$ cat src/rtl/riscv_pkg.sv
// riscv_pkg: shared fetch-path widths, reset/step constants and the buffered entry type
package riscv_pkg;
  localparam int XLEN = 32;
  localparam int INSTR_W = 32;
  localparam logic [XLEN-1:0] RESET_PC = 32'h0000_0000;
  localparam logic [XLEN-1:0] PC_STEP = 32'd4;
  localparam logic [INSTR_W-1:0] NOP_INSTR = 32'h0000_0013;
  typedef struct packed {
    logic [XLEN-1:0]    pc;
    logic [INSTR_W-1:0] instr;
  } fetch_entry_t;
  function automatic logic [XLEN-1:0] align_pc(input logic [XLEN-1:0] pc);
    return {pc[XLEN-1:2], 2'b00};
  endfunction
endpackage

$ cat src/rtl/fetch_buffer.sv
// fetch_buffer: 2-entry synchronous FIFO of {pc, instr}; flush empties it and overrides push/pop
module fetch_buffer
  import riscv_pkg::*;
(
  input  logic         clk,
  input  logic         rst_n,
  input  logic         push,
  input  logic         pop,
  input  logic         flush,
  input  fetch_entry_t push_entry,
  output logic [1:0]   count,
  output logic         head,
  output fetch_entry_t entries [2]
);
  fetch_entry_t r_entry [2];
  logic [1:0]   r_count;
  logic         r_head;
  logic         w_tail;
  // with count 2 the tail is the head slot, which a simultaneous pop frees
  assign w_tail = r_head ^ r_count[0];
  always_ff @(posedge clk or negedge rst_n) begin
    if (!rst_n) begin
      r_entry[0] <= '0;
      r_entry[1] <= '0;
      r_count    <= '0;
      r_head     <= 1'b0;
    end else if (flush) begin
      r_count <= '0;
    end else begin
      if (push) r_entry[w_tail] <= push_entry;
      if (pop) r_head <= ~r_head;
      r_count <= r_count + 2'(push) - 2'(pop);
    end
  end
  assign count   = r_count;
  assign head    = r_head;
  assign entries = r_entry;
endmodule

$ cat src/rtl/instr_fetch_unit.sv
// instr_fetch_unit: PC sequencer for a combinational instruction memory,
// buffering fetched words for decode over a valid/ready handshake
module instr_fetch_unit #(
  parameter logic [31:0] RESET_PC = 32'h0000_0000,
  parameter int          DEPTH    = 2
) (
  input  logic        clk,
  input  logic        rst_n,
  input  logic        fetch_en,
  output logic [31:0] imem_addr,
  input  logic [31:0] imem_rdata,
  input  logic        redirect_valid,
  input  logic [31:0] redirect_pc,
  output logic        out_valid,
  output logic [31:0] out_pc,
  output logic [31:0] out_instr,
  input  logic        out_ready
);
  import riscv_pkg::*;
  logic [31:0]  r_pc;
  logic [1:0]   w_count;
  logic         w_head;
  logic         w_pop;
  logic         w_push;
  fetch_entry_t w_entries [2];
  fetch_entry_t w_head_entry;
  assign w_pop  = (w_count != 2'd0) & out_ready;
  assign w_push = fetch_en & ~redirect_valid & ((w_count != 2'(DEPTH)) | w_pop);
  always_ff @(posedge clk or negedge rst_n) begin
    if (!rst_n) r_pc <= RESET_PC;
    else if (redirect_valid) r_pc <= align_pc(redirect_pc);
    else if (w_push) r_pc <= r_pc + PC_STEP;
  end
  fetch_buffer u_buf (
    .clk        (clk),
    .rst_n      (rst_n),
    .push       (w_push),
    .pop        (w_pop),
    .flush      (redirect_valid),
    .push_entry ('{pc: r_pc, instr: imem_rdata}),
    .count      (w_count),
    .head       (w_head),
    .entries    (w_entries)
  );
  // outputs come straight from buffer registers, so no input reaches them combinationally
  assign w_head_entry = w_entries[w_head];
  assign imem_addr    = r_pc;
  assign out_valid    = w_count != 2'd0;
  assign out_pc       = w_head_entry.pc;
  assign out_instr    = w_head_entry.instr;
endmodule
$ cat config.mk
export PLATFORM = sky130hd
export DESIGN_NAME = instr_fetch_unit
export DESIGN_NICKNAME = d
export VERILOG_FILES = /design/src/rtl/riscv_pkg.sv /design/src/rtl/fetch_buffer.sv /design/src/rtl/instr_fetch_unit.sv
export SDC_FILE = /design/constraint.sdc
export NUM_CORES = 1
export LEC_CHECK = 0
export CAP_MARGIN = 20
export CORE_MARGIN = 2
export CORE_UTILIZATION = 57
export CTS_BUF_LIST = sky130_fd_sc_hd__clkbuf_4 sky130_fd_sc_hd__clkbuf_8
export DETAILED_ROUTE_END_ITERATION = 12
export PLACE_DENSITY_LB_ADDON = 0.12
export SLEW_MARGIN = 20
export SYNTH_ARGS = -nofsm -noshare
export SYNTH_HDL_FRONTEND = slang
export SYNTH_HIERARCHICAL = 1
export SYNTH_SLANG_ARGS = --single-unit
$ cat constraint.sdc
create_clock -name clk -period 4.8 [get_ports clk]
set_clock_uncertainty 0.1 [all_clocks]
set_input_delay 0.72 -clock clk [delete_from_list [all_inputs] [get_ports clk]]
set_output_delay 0.72 -clock clk [all_outputs]
set_load 0.02 [all_outputs]
==> summary.md <==
| Metric | Value |
|---|---|
| Vias per cell | roughly 5.7 |
| WP data arrival | 2.76 ns |
| Yosys top cell area share | a little over half |
| Htree depth | 4 |
| Cells after synthesis | around 600 |
| Final setup margin | between 1 and 1.5 ns |
| ANT cells | 0 |
| RSZ-0062 raised after global routing | no |
| Top cells by count, synth | mux2_2 (192), dfrtp_1 (161), nand2_1 (24) |
| Post-route ant nets | 0 |
| WL met2 | ~8.5 mm |
| Top Metal Used | met4 |
| Inserted Clock Buffers | 17 |
| Post-CTS sizing | 0 |
| Max-Cap Viols | 0 |
| Top FF cell, synth | dfrtp_1 |
| Area leader, netlist | dfrtp_1 |
| # Post-CTS Setup Buffers | 0 |
| Critical path class | reg -> out |
| Die area | around 15000 um^2 |
| Outcome | finished, final reports clean |
| Power per cell area | around 640 nW/um^2 |
| Die Span X | between 100 and 150 um |
| Worst-Margin Slew | 0.949 ns |
| Drt wl/cell | about 18 um |
| Post-synth ARST share | 100% |
| Fmax | around 0.28 GHz |
| Final Util | around three quarters |
| Clock Pin Slew Worst Setup and Hold Paths | roughly 0.080 ns |
| Multi-input gate area | ~3400 um^2 |
| Tmin final | between 3 and 4 ns |
| Ports | 166 |
| Clock sinks | 161 |
| Post-DP HPWL | between 10 and 15 mm |
| Post-route met1 wirelength | around 7.1 mm |
| Fin area | 9830 um^2 |
| CP cell instances | buf_4, mux2_2, clkdlybuf4s50_1 |
| Clock root cell | clkbuf_8 |
| Initial antenna violation count | 0 |
| Worst-Skew Late Latency | between 0.4 and 0.5 ns |
| GRT overflow | 0 |
| Row count | 42 |
| Core area | about 13000 um^2 |
| CP Launch Type | register |
| Largest net degree at the start of global routing | between 80 and 90 |
| Gpl congestion | roughly 0.77 |
| Layout net count | between 800 and 900 |
| Count leader, synth | mux2_2 |
| Seq/Total Area, Yosys | 52.1% |
| Dpl cell area | between 9000 and 10000 um^2 |
| # setup viols final | 0 |
| DRC viols | 0 |
| TritonRoute pass-1 iters | 4 |
| Peak supply drop | around 450 uV |
| Met3 wire len | a little under 1 mm |
| Synth-to-layout area growth | 27.1% |
| Critical Path Slowest Stage Cell | dfrtp_2 |
| Netlist cell types | a little under 50 |
| Min-Delay Path Class | in -> async |
| Post-synth design cell area | 7730 um^2 |
| CTS tree | done |
| Layout cell share with drive strength beyond 1 | 32.0% |
| DR vias | 5282 |
| Hold Violations, Final | 0 |
| Synthesis warning total | 6 |
| Total GRT Usage | 23.9% |
| Hold buffer count at cts | 0 |
| EDFF count, synth | 0 |
| Max-slew violation count | 0 |
| Starting density of the core | 58.4% |
| Vias in the first global route | roughly 5500 |
| Hold WS | 0.210 ns |
| Max incr delay on CP | 1.00 ns |
| Clk buf depth | 2 |
| FF-to-FF setup slack | 1.94 ns |
| Drt total wl | 16.7 mm |
| Global-route wire length before repair | ~27 mm |
| Chip Height | 120 um |
| Leakage | about 0.0040 uW |
| Starting DRT DRC Count | 240 |
| Avg Synthesized Cell Area | between 10 and 15 um^2 |
| Period utilisation layout | about three quarters |
| Layout fillers | between 900 and 1000 |
| Setup WS pre-CTS | 1.38 ns |
| Number of port buffers | between 150 and 200 |
| Area contributors post-synth | dfrtp_1 (52%), mux2_2 (28%), clkbuf_8 (1.4%), nand2_1 (1.2%), or4_1 (1.2%) |
| Crit-path max FO | 38 |
| Synth Register Bits | ~160 |
| Register area | 4030 um^2 |
| Setup TNS | 0 ns |
| CP endpoint kind | primary output |
| Worst EP required | a little under 4 ns |
| Max-slew headroom | between 30 and 40% |
==> logic make-up after synthesis <==
group	synth area share, %
muxes	28.1
DFF	52.1
and+or+nand+nor	9.13
AOI/OAI and AO/OA	4.79
buffers and inverters	3.98
xor gates and xnor gates	1.36
adders and majority gates	0.486
other	0.0485
==> path summary, 6_finish.rpt <==
path,startpoint,end,depth (start not counted)
worst max-delay path,u_buf/head,out_instr[12],3
worst min-delay path,rst_n,u_buf/entries[67],1
worst max register to register,u_buf/head,u_buf/entries[40],4
min in group clk,u_buf/entries[38],u_buf/entries[38],1
max in group asynchronous,rst_n,u_buf/entries[75],2
worst min register to register,u_buf/entries[38],u_buf/entries[38],1
==> placed cells by master, fill, tap and decap left out, types with 5 or more instances in the layout <==
cell type	count
clkdlybuf4s50_1	160
nand2_1	24
or4_1	12
clkbuf_8	19
xnor2_1	6
xor2_1	6
buf_4	6
nor2b_1	5
mux2_2	192
a31oi_1	11
and3_1	7
nand4_1	6
inv_1	5
dfrtp_1	160
nand3_1	14
conb_1	6
nor2_1	19
o31ai_1	8
o21ai_0	13
nor3_1	8
==> sequential cells by signal, indices dropped and copies added (netlist names) <==
register,flops
imem_addr,30
u_buf/entries,128
u_buf/head,1
u_buf/count,2
==> report_power, final <==
part | total (uW) | switching (uW) | leakage [uW] | internal (uW)
Combinational | 2900 | 1230 | 0.00188 | 1670
Clock | 1080 | 470 | 0.000219 | 609
Sequential | 2310 | 380 | 0.00192 | 1930
Total | 6280 | 2080 | 0.00402 | 4200
==> worst max-delay path, delay by kind of cell, from the launching register on <==
kind | cells | cell delay [ns]
mux | 1 | 0.38
buf+inv | 2 | 0.92
flops | 1 | 1.00
==> per-layer routing <==
metal	global-route usage, %	up-vias
li1	-	2468
met1	29.8	2646
met2	40.6	150
met3	6.46	18
met4	7.34	0
met5	0	-
==> area by class of cell <==
class	instances	area share, %
repair buffers	169	17.3
clock inverters	10	1.60
clock buffers	22	2.89
inverters	5	0.191
multi-input cells	390	34.8
well taps	176	2.24
flip-flops and latches	161	41.0
==> through the flow <==
stage                     power [uW]  instances
final                           6280        933
after global routing            6620        933
after CTS                       6340        933
after detailed placement        5250        901
after global placement          5120        901
after floorplan                 4060        594
(Power assumes the default switching activity.)
